`src/rtl/cyber_player_multi_if.sv`:
```
// Press-generator bus: game-running qualifier and per-player difficulty in,
// per-player press pulses and press counters out.
interface cyber_player_multi_if #(
  parameter int N_PLAYERS = 2,
  parameter int DIFF_W    = 9,
  parameter int CNT_W     = 8
);
  logic                          enable;
  logic [N_PLAYERS*DIFF_W-1:0]   difficulty;
  logic [N_PLAYERS-1:0]          press;
  logic [N_PLAYERS*CNT_W-1:0]    press_cnt;

  modport master (output enable, output difficulty, input press, input press_cnt);
  modport slave  (input enable, input difficulty, output press, output press_cnt);
endinterface

```
`src/rtl/cyber_player_multi.sv`:
```
// N independent computer opponents for the tug-of-war game: each player has an
// LFSR, an IDLE/FIRE/COOL press FSM and a saturating press counter.
module cyber_player_multi #(
  parameter int                N_PLAYERS = 2,
  parameter int                LFSR_W    = 10,
  parameter logic [LFSR_W-1:0] TAPS      = 10'b1001000000,
  parameter logic [LFSR_W-1:0] SEED      = 10'h2A5,
  parameter int                DIFF_W    = 9,
  parameter int                COOLDOWN  = 4,
  parameter int                CNT_W     = 8
) (
  input logic                  clk,
  input logic                  reset,
  cyber_player_multi_if.slave  bus
);

  // Counter is at least one bit wide so a COOLDOWN of 0 still elaborates.
  localparam int               CD_W    = (COOLDOWN < 1) ? 1 : $clog2(COOLDOWN + 1);
  localparam logic [CD_W-1:0]  CD_LOAD = CD_W'(COOLDOWN);
  localparam logic [CNT_W-1:0] CNT_MAX = {CNT_W{1'b1}};

  typedef enum logic [1:0] {
    IDLE = 2'd0,
    FIRE = 2'd1,
    COOL = 2'd2
  } state_e;

  state_e               state_q [N_PLAYERS];
  state_e               state_d [N_PLAYERS];
  logic [LFSR_W-1:0]    lfsr_q  [N_PLAYERS];
  logic [LFSR_W-1:0]    lfsr_d  [N_PLAYERS];
  logic [CD_W-1:0]      cd_q    [N_PLAYERS];
  logic [CD_W-1:0]      cd_d    [N_PLAYERS];
  logic [CNT_W-1:0]     cnt_q   [N_PLAYERS];
  logic [CNT_W-1:0]     cnt_d   [N_PLAYERS];
  logic [N_PLAYERS-1:0] press_q;
  logic [N_PLAYERS-1:0] press_d;
  logic [N_PLAYERS-1:0] hit_s;

  function automatic logic [LFSR_W-1:0] seed_of(input int idx);
    logic [LFSR_W-1:0] s;
    s = SEED ^ LFSR_W'(idx + 1);
    if (s == {LFSR_W{1'b0}}) begin
      s = {{(LFSR_W-1){1'b0}}, 1'b1};
    end else begin
      s = s;
    end
    return s;
  endfunction

  // An all-zero register would stick forever, so it is forced back to 1.
  function automatic logic [LFSR_W-1:0] lfsr_next(input logic [LFSR_W-1:0] cur);
    logic [LFSR_W-1:0] n;
    if (cur == {LFSR_W{1'b0}}) begin
      n = {{(LFSR_W-1){1'b0}}, 1'b1};
    end else begin
      n = {cur[LFSR_W-2:0], ^(cur & TAPS)};
    end
    return n;
  endfunction

  // Per-player next state; press_d is the registered decode of entering FIRE
  // so press is high exactly while the player sits in FIRE.
  always_comb begin
    hit_s   = '0;
    press_d = '0;
    for (int i = 0; i < N_PLAYERS; i++) begin
      state_d[i] = state_q[i];
      cd_d[i]    = cd_q[i];
      cnt_d[i]   = cnt_q[i];
      lfsr_d[i]  = lfsr_next(lfsr_q[i]);
      hit_s[i]   = bus.enable && (state_q[i] == IDLE) &&
                   (lfsr_q[i][DIFF_W-1:0] < bus.difficulty[i*DIFF_W +: DIFF_W]);
      case (state_q[i])
        IDLE: begin
          if (hit_s[i]) begin
            state_d[i] = FIRE;
          end else begin
            state_d[i] = IDLE;
          end
        end
        FIRE: begin
          if (COOLDOWN == 0) begin
            state_d[i] = IDLE;
          end else begin
            state_d[i] = COOL;
            cd_d[i]    = CD_LOAD;
          end
        end
        COOL: begin
          cd_d[i] = cd_q[i] - CD_W'(1);
          if (cd_q[i] == CD_W'(1)) begin
            state_d[i] = IDLE;
          end else begin
            state_d[i] = COOL;
          end
        end
        default: begin
          state_d[i] = IDLE;
          cd_d[i]    = {CD_W{1'b0}};
        end
      endcase
      press_d[i] = (state_d[i] == FIRE);
      if (press_d[i] && (cnt_q[i] != CNT_MAX)) begin
        cnt_d[i] = cnt_q[i] + CNT_W'(1);
      end else begin
        cnt_d[i] = cnt_q[i];
      end
    end
  end

  // State, LFSR, cooldown and counter registers with synchronous reset.
  always_ff @(posedge clk) begin
    if (reset) begin
      press_q <= '0;
      for (int i = 0; i < N_PLAYERS; i++) begin
        state_q[i] <= IDLE;
        lfsr_q[i]  <= seed_of(i);
        cd_q[i]    <= {CD_W{1'b0}};
        cnt_q[i]   <= {CNT_W{1'b0}};
      end
    end else begin
      press_q <= press_d;
      for (int i = 0; i < N_PLAYERS; i++) begin
        state_q[i] <= state_d[i];
        lfsr_q[i]  <= lfsr_d[i];
        cd_q[i]    <= cd_d[i];
        cnt_q[i]   <= cnt_d[i];
      end
    end
  end

  assign bus.press = press_q;

  for (genvar g = 0; g < N_PLAYERS; g++) begin : g_cnt
    assign bus.press_cnt[g*CNT_W +: CNT_W] = cnt_q[g];
  end

endmodule

```
`src/flat_wrapper.sv`:
```
// flat-port wrapper written by rule: the top's interface ports become plain ports
module cyber_player_multi_flat 
#(
  parameter int                N_PLAYERS = 2,
  parameter int                LFSR_W    = 10,
  parameter logic [LFSR_W-1:0] TAPS      = 10'b1001000000,
  parameter logic [LFSR_W-1:0] SEED      = 10'h2A5,
  parameter int                DIFF_W    = 9,
  parameter int                COOLDOWN  = 4,
  parameter int                CNT_W     = 8
)
  (clk, reset, bus_enable, bus_difficulty, bus_press, bus_press_cnt);
  cyber_player_multi_if #(.N_PLAYERS(N_PLAYERS), .DIFF_W(DIFF_W), .CNT_W(CNT_W)) bus_i ();
  input logic clk;
  input logic reset;
  input wire logic [$bits(bus_i.enable)-1:0] bus_enable;
  input wire logic [$bits(bus_i.difficulty)-1:0] bus_difficulty;
  output wire logic [$bits(bus_i.press)-1:0] bus_press;
  output wire logic [$bits(bus_i.press_cnt)-1:0] bus_press_cnt;
  assign bus_i.enable = bus_enable;
  assign bus_i.difficulty = bus_difficulty;
  assign bus_press = bus_i.press;
  assign bus_press_cnt = bus_i.press_cnt;
  cyber_player_multi #(.N_PLAYERS(N_PLAYERS), .LFSR_W(LFSR_W), .TAPS(TAPS), .SEED(SEED), .DIFF_W(DIFF_W), .COOLDOWN(COOLDOWN), .CNT_W(CNT_W)) u_core (.clk(clk), .reset(reset), .bus(bus_i));
endmodule
```
`config.mk`:
```
export PLATFORM = sky130hd
export DESIGN_NAME = cyber_player_multi_flat
export DESIGN_NICKNAME = d
export VERILOG_FILES = /design/src/rtl/cyber_player_multi_if.sv /design/src/rtl/cyber_player_multi.sv /design/src/flat_wrapper.sv
export SDC_FILE = /design/constraint.sdc
export NUM_CORES = 1
export LEC_CHECK = 0
export ABC_AREA = 1
export ABC_CLOCK_PERIOD_IN_PS = 1500
export BUFFER_PORTS_ARGS = -buffer_cell sky130_fd_sc_hd__buf_2
export CAP_MARGIN = 40
export CORE_ASPECT_RATIO = 0.7
export CORE_MARGIN = 5
export CORE_UTILIZATION = 51
export DETAILED_ROUTE_END_ITERATION = 12
export PLACE_DENSITY = 0.79
export SETUP_SLACK_MARGIN = 0.05
export SYNTH_ARGS = -nofsm -noshare
export SYNTH_HDL_FRONTEND = slang
export SYNTH_SLANG_ARGS = --single-unit
export TNS_END_PERCENT = 5
```
`constraint.sdc`:
```
create_clock -name clk -period 1.5 [get_ports clk]
set_input_delay 0 -clock clk [delete_from_list [all_inputs] [get_ports clk]]
set_output_delay 0 -clock clk [all_outputs]
set_load 0.02 [all_outputs]
```
== Word level (Yosys, flattened, before mapping) ==
Memories as Yosys holds them, arrays and structs flattened.
Cells that the tools add are included.

* Flip-flop bits (word level): 2
* Bits in writable memories: 46
* Bits of input ports: 21
* Output and inout port bits: 18
* Word-level logic and storage cells: 66
* Memories: 4

{| class="wikitable"
|+ Memories
! memory !! depth !! width !! rd ports !! clocked after Yosys merged registers in !! wr ports !! line !! RTL
|-
| u_core.lfsr_q || 2 || 10 || 2 || 0 || 2 || cyber_player_multi.sv:30 || <nowiki>logic [LFSR_W-1:0] lfsr_q [N_PLAYERS];</nowiki>
|-
| u_core.cnt_q || 2 || 8 || 2 || 0 || 2 || cyber_player_multi.sv:34 || <nowiki>logic [CNT_W-1:0] cnt_q [N_PLAYERS];</nowiki>
|-
| u_core.cd_q || 2 || 3 || 2 || 0 || 2 || cyber_player_multi.sv:32 || <nowiki>logic [CD_W-1:0] cd_q [N_PLAYERS];</nowiki>
|-
| u_core.state_q || 2 || 2 || 2 || 0 || 2 || cyber_player_multi.sv:28 || <nowiki>state_e state_q [N_PLAYERS];</nowiki>
|}

* Add/sub/neg operators: 4
* Magnitude comparators: 2
* Equal/unequal tests: 10
* Mux-type cells: 25
* Bitwise operators: 8
* Reduce and logical (&&, ||, !) cells: 12

{| class="wikitable"
|+ Operator list
! cell !! count
|-
| $mux W10 || 6
|-
| $mux W8 || 4
|-
| $logic_not A10 Y1 || 2
|-
| $reduce_xor A10 Y1 || 2
|-
| $lt A9 B9 Y1 || 2
|-
| $pmux W3 S3 || 2
|-
| $add A8 B1 Y8 const B || 2
|-
| $ne A8 B8 Y1 const B || 2
|-
| $pmux W2 S3 || 2
|-
| $eq A2 B1 Y1 const B || 4
|-
| $mux W2 || 4
|-
| $or A1 B1 Y1 || 8
|-
| $eq A3 B1 Y1 const B || 2
|-
| $logic_and A1 B1 Y1 || 6
|-
| $mux W3 || 2
|-
| $sub A3 B1 Y3 const B || 2
|-
| $mux W1 || 5
|-
| $eq A2 B2 Y1 const B || 2
|-
| $logic_not A2 Y1 || 2
|}

== Logic depth before layout (Yosys ltp) ==
Gate-level depths: netlist of the first run.
An unclocked memory read counts as a cell.

* Depth after elaboration: 10
* Gate-level depth with buffers: 12

== Least setup slack after synthesis of the first run ==
OpenSTA, ideal clock, no wires.

* Kind: register -> register
* From: mem u_core.cnt_q[0][0]
* To: mem u_core.cnt_q[0][0]
* Data arrival time: 1405 ps
* Data required time: 1387 ps
* Slack: -18 ps
* Stages on the path, launching flop included: 9
* Clock period less this slack: 1518 ps
* Cells stage by stage: dfxtp_1 > ha_1 > nand4_1 > nor2_2 > nand2_2 > nand3_4 > inv_2 > nor2_1 > nor2_2

{| class="wikitable"
|+ RTL lines
! what !! line
|-
| start, declared || cyber_player_multi.sv:34
|}

==> results of run 1 <==
## metal layers
metal / track usage [%] / wire, microns / part of all wire [%] / vias to the layer above
met5: 0 / 0 / 0 / -
met4: 3.427 / 58 / 0.88 / 0
met3: 4.729 / 302 / 4.6 / 12
met2: 34.56 / 3271 / 50 / 63
met1: 23.59 / 2937 / 45 / 1147
li1: - / - / - / 1280
## per-stage QoR
step / TNS [ns] / hold slack (ns) / worst slack (ns) / util (%)
after floorplan: 0 / 0.1806 / 0.04664 / -
after global placement: -0.7536 / 0.3471 / -0.07029 / 61.94
after detailed placement: -1.530 / 0.3640 / -0.1280 / 61.94
after CTS: -0.5475 / 0.04920 / -0.08131 / 68.54
after global routing: -2.344 / 0.08441 / -0.1678 / 71.25
final: -0.6219 / 0.06424 / -0.06753 / 71.25
## worst max-delay path: stages, from the launching register on
cell      delay [ns]
dfxtp_2         0.34
ha_4            0.27
nand2_1         0.07
inv_1           0.07
nand2_2         0.07
a21boi_4        0.27
nor2_8          0.07
nand3_4         0.12
inv_4           0.05
nor2_2          0.08
nor2_2          0.04
## final cells by class
| class | count | share of cell area [%] |
|---|---|---|
| Sequential cell | 48 | 26.77 |
| Clock buffer | 6 | 2.240 |
| Clock inverter | 2 | 0.2715 |
| Inverter | 68 | 7.126 |
| Multi-Input combinational cell | 233 | 47.74 |
| Tap cell | 72 | 2.443 |
| Timing Repair Buffer | 78 | 13.40 |
## repair_timing
item                       in CTS  in global routing
pin swaps                      12                 23
resized for setup              38                 32
setup endpoints to repair      18                 25
gates cloned                    2                  0
buffers inserted                5                  4
## placed cells by master (no fill, tap or decap), types with 7 or more instances in the layout
master	netlist	final
inv_1	59	57
ha_1	30	18
ha_4	0	11
nand3_1	9	9
dfxtp_2	0	15
buf_4	0	39
nand2_2	6	14
nand4_1	20	20
dfxtp_1	48	31
a21oi_1	22	14
a21oi_2	1	9
nor2_2	6	9
nor2_1	38	31
nand2_1	61	49
buf_2	2	38
or2_2	7	7
## power by group through the flow
| stage | combinational (mW) | clock (mW) | sequential (mW) |
|---|---|---|---|
| final | 0.797 | 0.798 | 1.42 |
| after detailed placement | 0.628 | 0 | 1.43 |
| after global placement | 0.605 | 0 | 1.42 |
| after global routing | 0.889 | 0.883 | 1.43 |
| after floorplan | 0.387 | 0 | 1.45 |
| after CTS | 0.728 | 0.819 | 1.41 |
## logic make-up after synthesis
logic type,synth area share (%)
buffers and inverters,10.46
flip-flops,35.87
AO/OA/AOI/OAI,7.333
AND/OR/NAND/NOR,29.38
XOR/XNOR,2.942
adder cells (fa/ha/maj),14.01
## registers in the layout, summed over array words and instances (netlist names)
| register | flops |
|---|---|
| u_core.bus.press | 2 |
| u_core.cd_q | 6 |
| u_core.cnt_q | 16 |
| u_core.lfsr_q | 20 |
| u_core.state_q | 4 |
## final timing paths
check,cells after the start,end
max,10,u_core.cnt_q[0][0]$_SDFFE_PP0P_
min,2,u_core.cnt_q[0][2]$_SDFFE_PP0P_
max reg2reg,10,u_core.cnt_q[0][0]$_SDFFE_PP0P_
min reg2reg,2,u_core.lfsr_q[0][11]$_SDFF_PP1_
==> metrics.txt, run 1 <==
outcome=complete, but fails checks; failing checks=setup timing; Async S/R FF share, synth=0%; cell taking the most area after synthesis=dfxtp_1; Cell Rows=22; DP Cell Count=488; Tot Pwr=3.014 mW; Peak Freq=0.6379 GHz; dominant cells by area after synthesis=dfxtp_1, ha_1, nand2_1; sequential area share after synthesis=35.87%; root buf cell=clkbuf_8; relative slew slack=68.28%; min Tclk post-route=1.568 ns; number of global-route vias before repair=2,479; Max-cap violations=0; number of synthesized flops with an enable pin=0; Synth top area share=35.87%; Cell Count, Final, Fillers Out=507; power per cell area=817.4 mW/mm^2; worst slew pin tran=0.4753 ns; register area=987.2 sq um; Worst-path clk slew=0.09 ns; vias post-DR=2,502; Worst EP arrival=1.77 ns; initial antenna violation count=0; Filler cells=408; Die ar.=0.006825 sq mm; fin crit share=104.5%; Psw=935.5 uW; clock tree sinks=48; Max Clock Skew=0.009499 ns; Syn Std Cell Area=0.002679 sq mm; GP Congestion=0.8613; Setup WS post-layout=-0.06753 ns; Bufs on Longest Clock Path=2; Mean Syn Cell Area=7.589 sq um; CP Capture Type=flip-flop; total CTS buffers=5; H-tree depth=2; clock latency at the later pin of the worst-skew pair=0.30 ns; most numerous cell in the Yosys netlist=nand2_1; global-route usage over all layers=19.16%; core area=0.005175 sq mm; final hold violation count=0; crit-path max FO=6; Worst Setup Start Kind=flip-flop; layout cells sized above 1=42.07%; Post-Layout Inst Area=0.003687 sq mm; cells after synthesis=353; Clk pwr share=26.5%; Worst Setup SP=u_core.lfsr_q[0][4]$_SDFF_PP0_; RSZ-0062 raised after global routing=true; Layout area overhead=37.65%; WS Path Type=reg -> reg; ANT cells=0; CTS tree=done; Hold Buf Count CTS=0; Yosys cell types=29; WL final=6570 microns; #FFs+latches synth=48; WP data required=1.71 ns; combinational fraction of design power=26.4%; Pint=2.078 mW; # setup viols final=15; # DRC=0; Final Max Tran Viols=0; YS warnings=0; wire length per cell=12.96 microns; first-pass GRT wire length=10,980 microns; P_leak=1.766 nW; flop-to-flop setup slack=-0.07 ns; Final nets=485; Reg power frac=47.1%; Placement Cell Area=0.003206 sq mm; Net Sw Frac=31.04%; Max VDD drop=648.3 uV; Initial DRT Pass Iterations=4; grt ovf=0; Die Span Y=70.64 microns; Detail Route Antenna Nets=0; Starting Density=51.76%; Post-synth top cells=nand2_1, inv_1, dfxtp_1, nor2_1, ha_1; hold crit path type=in -> reg; DRT iter0 DRCs=102; Detail Placement HPWL=4404 microns; die width=96.63 microns; vias per cell=4.935; Synth Flop Type=dfxtp_1; Net Count, Synth=404; worst flop-to-flop path startpoint=u_core.lfsr_q[0][4]$_SDFF_PP0_; Ports=39; largest net degree at the start of global routing=17; multi-input logic area=0.001760 sq mm; critical hold path startpoint=reset; number of port buffers=38
Power figures use the tool's default switching activity.
==> run 2: changes to the inputs <==
--- a/config.mk
+++ b/config.mk
@@ -18,4 +18,3 @@
 export SYNTH_ARGS = -nofsm -noshare
 export SYNTH_HDL_FRONTEND = slang
 export SYNTH_SLANG_ARGS = --single-unit
-export TNS_END_PERCENT = 5
==> run 2 against run 1 <==
- the flow still finishes with violations (setup timing)
- clock skew decreased by 0.0038 ns
- non-clock buffer count up 1
- utilization grew 2.3 points
- clock power rose by 3.4%
- fmax decreased by 3.2%
- clock-buffer cell count rose by 1
- critical path depth stayed put
- critical endpoint unchanged
==> metrics.txt, run 2 (synthesis results as in run 1) <==
outcome=complete, but fails checks; failing checks=setup timing; Net Sw Frac=30.61% (-0.43 points); Cell Rows=22 (unchanged); number of port buffers=38 (unchanged); core area=0.005175 sq mm (unchanged); Worst Setup Start Kind=flip-flop; Reg power frac=45.9% (-1.2 points); die width=96.63 microns (unchanged); Worst-path clk slew=0.09 ns (about the same); Die ar.=0.006825 sq mm (unchanged); biggest regs=u_core.lfsr_q x20, u_core.cnt_q x16, u_core.cd_q x6; Psw=951.4 uW (+1.7%); register area=994.7 sq um (+0.76%); fin crit share=108.0% (+3.5 points); relative slew slack=71.65% (+3.4 points); metal3 WL=288 microns (-4.6%); final hold slack=0.1288 ns (+0.06454 ns); Largest Register=u_core.lfsr_q; first-pass GRT wire length=10,650 microns (-3.1%); Final Max Tran Viols=0 (unchanged); # DRC=0 (unchanged); Cell Count, Final, Fillers Out=507 (unchanged); Starting Density=51.76% (unchanged); Clk pwr share=26.5% (about the same); Bufs on Longest Clock Path=2 (unchanged); clock tree sinks=48 (unchanged); vias post-DR=2,506 (+0.16%); Initial DRT Pass Iterations=5 (+1); combinational fraction of design power=27.6% (+1.2 points); CP Capture Type=flip-flop; Worst path slowest cell=dfxtp_2; commonest non-fill, non-tap cell in the layout=inv_1; highest routed layer=met4; grt ovf=0 (unchanged); initial antenna violation count=0 (unchanged); Peak Freq=0.6175 GHz (-3.2%); Max VDD drop=625.3 uV (-3.5%); root buf cell=clkbuf_8; layout cells sized above 1=46.67% (+4.6 points); Placement Cell Area=0.003198 sq mm (-0.23%); vias per cell=4.943 (+0.16%); # setup viols final=16 (+1); hold crit path type=in -> reg; WP data required=1.70 ns (about the same); H-tree depth=2 (unchanged); max reg flops=20 (unchanged); Final nets=486 (+0.21%); clock latency at the later pin of the worst-skew pair=0.30 ns (about the same); ANT cells=0 (unchanged); DRT iter0 DRCs=89 (-13%); Detail Placement HPWL=4255 microns (-3.4%); number of global-route vias before repair=2,438 (-1.7%); Filler cells=392 (-3.9%); Pint=2.156 mW (+3.7%); max incr delay on CP=0.35 ns (about the same); power per cell area=816.8 mW/mm^2 (about the same); Layout area overhead=42.04%; Worst EP arrival=1.82 ns (+0.05 ns); Detail Route Antenna Nets=0 (unchanged); Setup WS post-layout=-0.1195 ns (-0.05192 ns); WL final=6570 microns (unchanged); largest net degree at the start of global routing=29 (+12); Die Span Y=70.64 microns (unchanged); commonest cells after routing, fill and taps aside=inv_1, nand2_1, buf_2, buf_4, nor2_1; DP Cell Count=487 (-0.20%); GP Congestion=0.8004 (-7.1%); final hold violation count=0 (unchanged); wire length on met2=3230 microns (-1.3%); multi-input logic area=0.001851 sq mm (+5.1%); critical-path cell list=ha_4 > nand2_2 > nor2_1 > nand3_1 > nand2_4 > nor2_8 > nand3_4 > inv_4 > nor2_4 > nor2_2; worst slew pin tran=0.4247 ns (-0.05062 ns); wire length per cell=12.96 microns (unchanged); Ports=39 (unchanged); crit-path max FO=6 (unchanged); Metal-1 WL=2999 microns (+2.1%); total CTS buffers=5 (unchanged); global-route usage over all layers=18.57% (-0.59 points); RSZ-0062 raised after global routing=true; Post-Layout Inst Area=0.003805 sq mm (+3.2%); Max Clock Skew=0.005691 ns (-0.003807 ns); WS Path Type=reg -> reg; Max-cap violations=0 (unchanged); R2R cell count=10 (unchanged); CTS tree=done; worst hold stages=3 (+1); P_leak=1.796 nW (+1.7%); min Tclk post-route=1.619 ns (+0.05192 ns)
run 2: cell count changes in the layout (fill, tap and decap cells not counted), sizes merged:
cell,before,now
buf,78,79
clkbuf,6,7
clkinv,4,1
inv,66,67
run 2: worst max-delay path: cells and delay by family (launching register included):
kind                     cells  cell delay, ns
buffers and inverters        1            0.07
AND/OR/NAND/NOR              8            0.83
flip-flops                   1            0.35
adder cells (fa/ha/maj)      1            0.28
run 2: power groups by stage:
stage	clock (mW)	sequential, mW	combinational (mW)
after floorplan	0	1.45	0.389
after global placement	0	1.43	0.594
after detailed placement	0	1.43	0.615
after CTS	0.842	1.41	0.726
after global routing	0.900	1.44	0.948
final	0.825	1.42	0.858
run 2: what timing repair did:
action | 4_1_cts | 5_1_grt
buffers inserted | 4 | 6
pin swaps | 19 | 23
hold buffers | 0 | 0
gates resized for setup | 42 | 58
endpoints found under the setup margin | 18 | 19
gates cloned | 2 | 1
run 2: worst paths after layout:
check                                     to                            start  slack (ns)
max          u_core.cnt_q[0][0]$_SDFFE_PP0P_   u_core.lfsr_q[0][4]$_SDFF_PP0_       -0.12
min          u_core.lfsr_q[0][15]$_SDFF_PP1_                            reset        0.13
max reg2reg  u_core.cnt_q[0][0]$_SDFFE_PP0P_   u_core.lfsr_q[0][4]$_SDFF_PP0_       -0.12
min reg2reg  u_core.lfsr_q[0][11]$_SDFF_PP1_  u_core.lfsr_q[0][10]$_SDFF_PP1_        0.45
run 2: metal layers:
layer  up-vias  track usage (%)
met3         8            3.645
met1      1143            22.92
met4         0            5.763
met2        68            32.95
met5         -                0
li1       1287                -
run 2: through the flow:
stage | util (%) | setup slack (ns) | power, mW | setup TNS, ns
floorplan | - | 0.04664 | 1.841 | 0
finish | 73.53 | -0.1195 | 3.108 | -0.9844
CTS | 68.62 | -0.03095 | 2.980 | -0.2063
global placement | 61.80 | -0.08289 | 2.024 | -0.8057
detailed placement | 61.80 | -0.1416 | 2.048 | -1.505
global route | 73.53 | -0.2068 | 3.284 | -2.575
run 2: layout make-up:
cell class | instances | area share (%)
tap | 72 | 2.368
inverter | 68 | 6.906
timing repair buffer | 79 | 13.42
multi-input combinational | 233 | 48.64
clock buffer | 7 | 2.532
sequential | 48 | 26.14
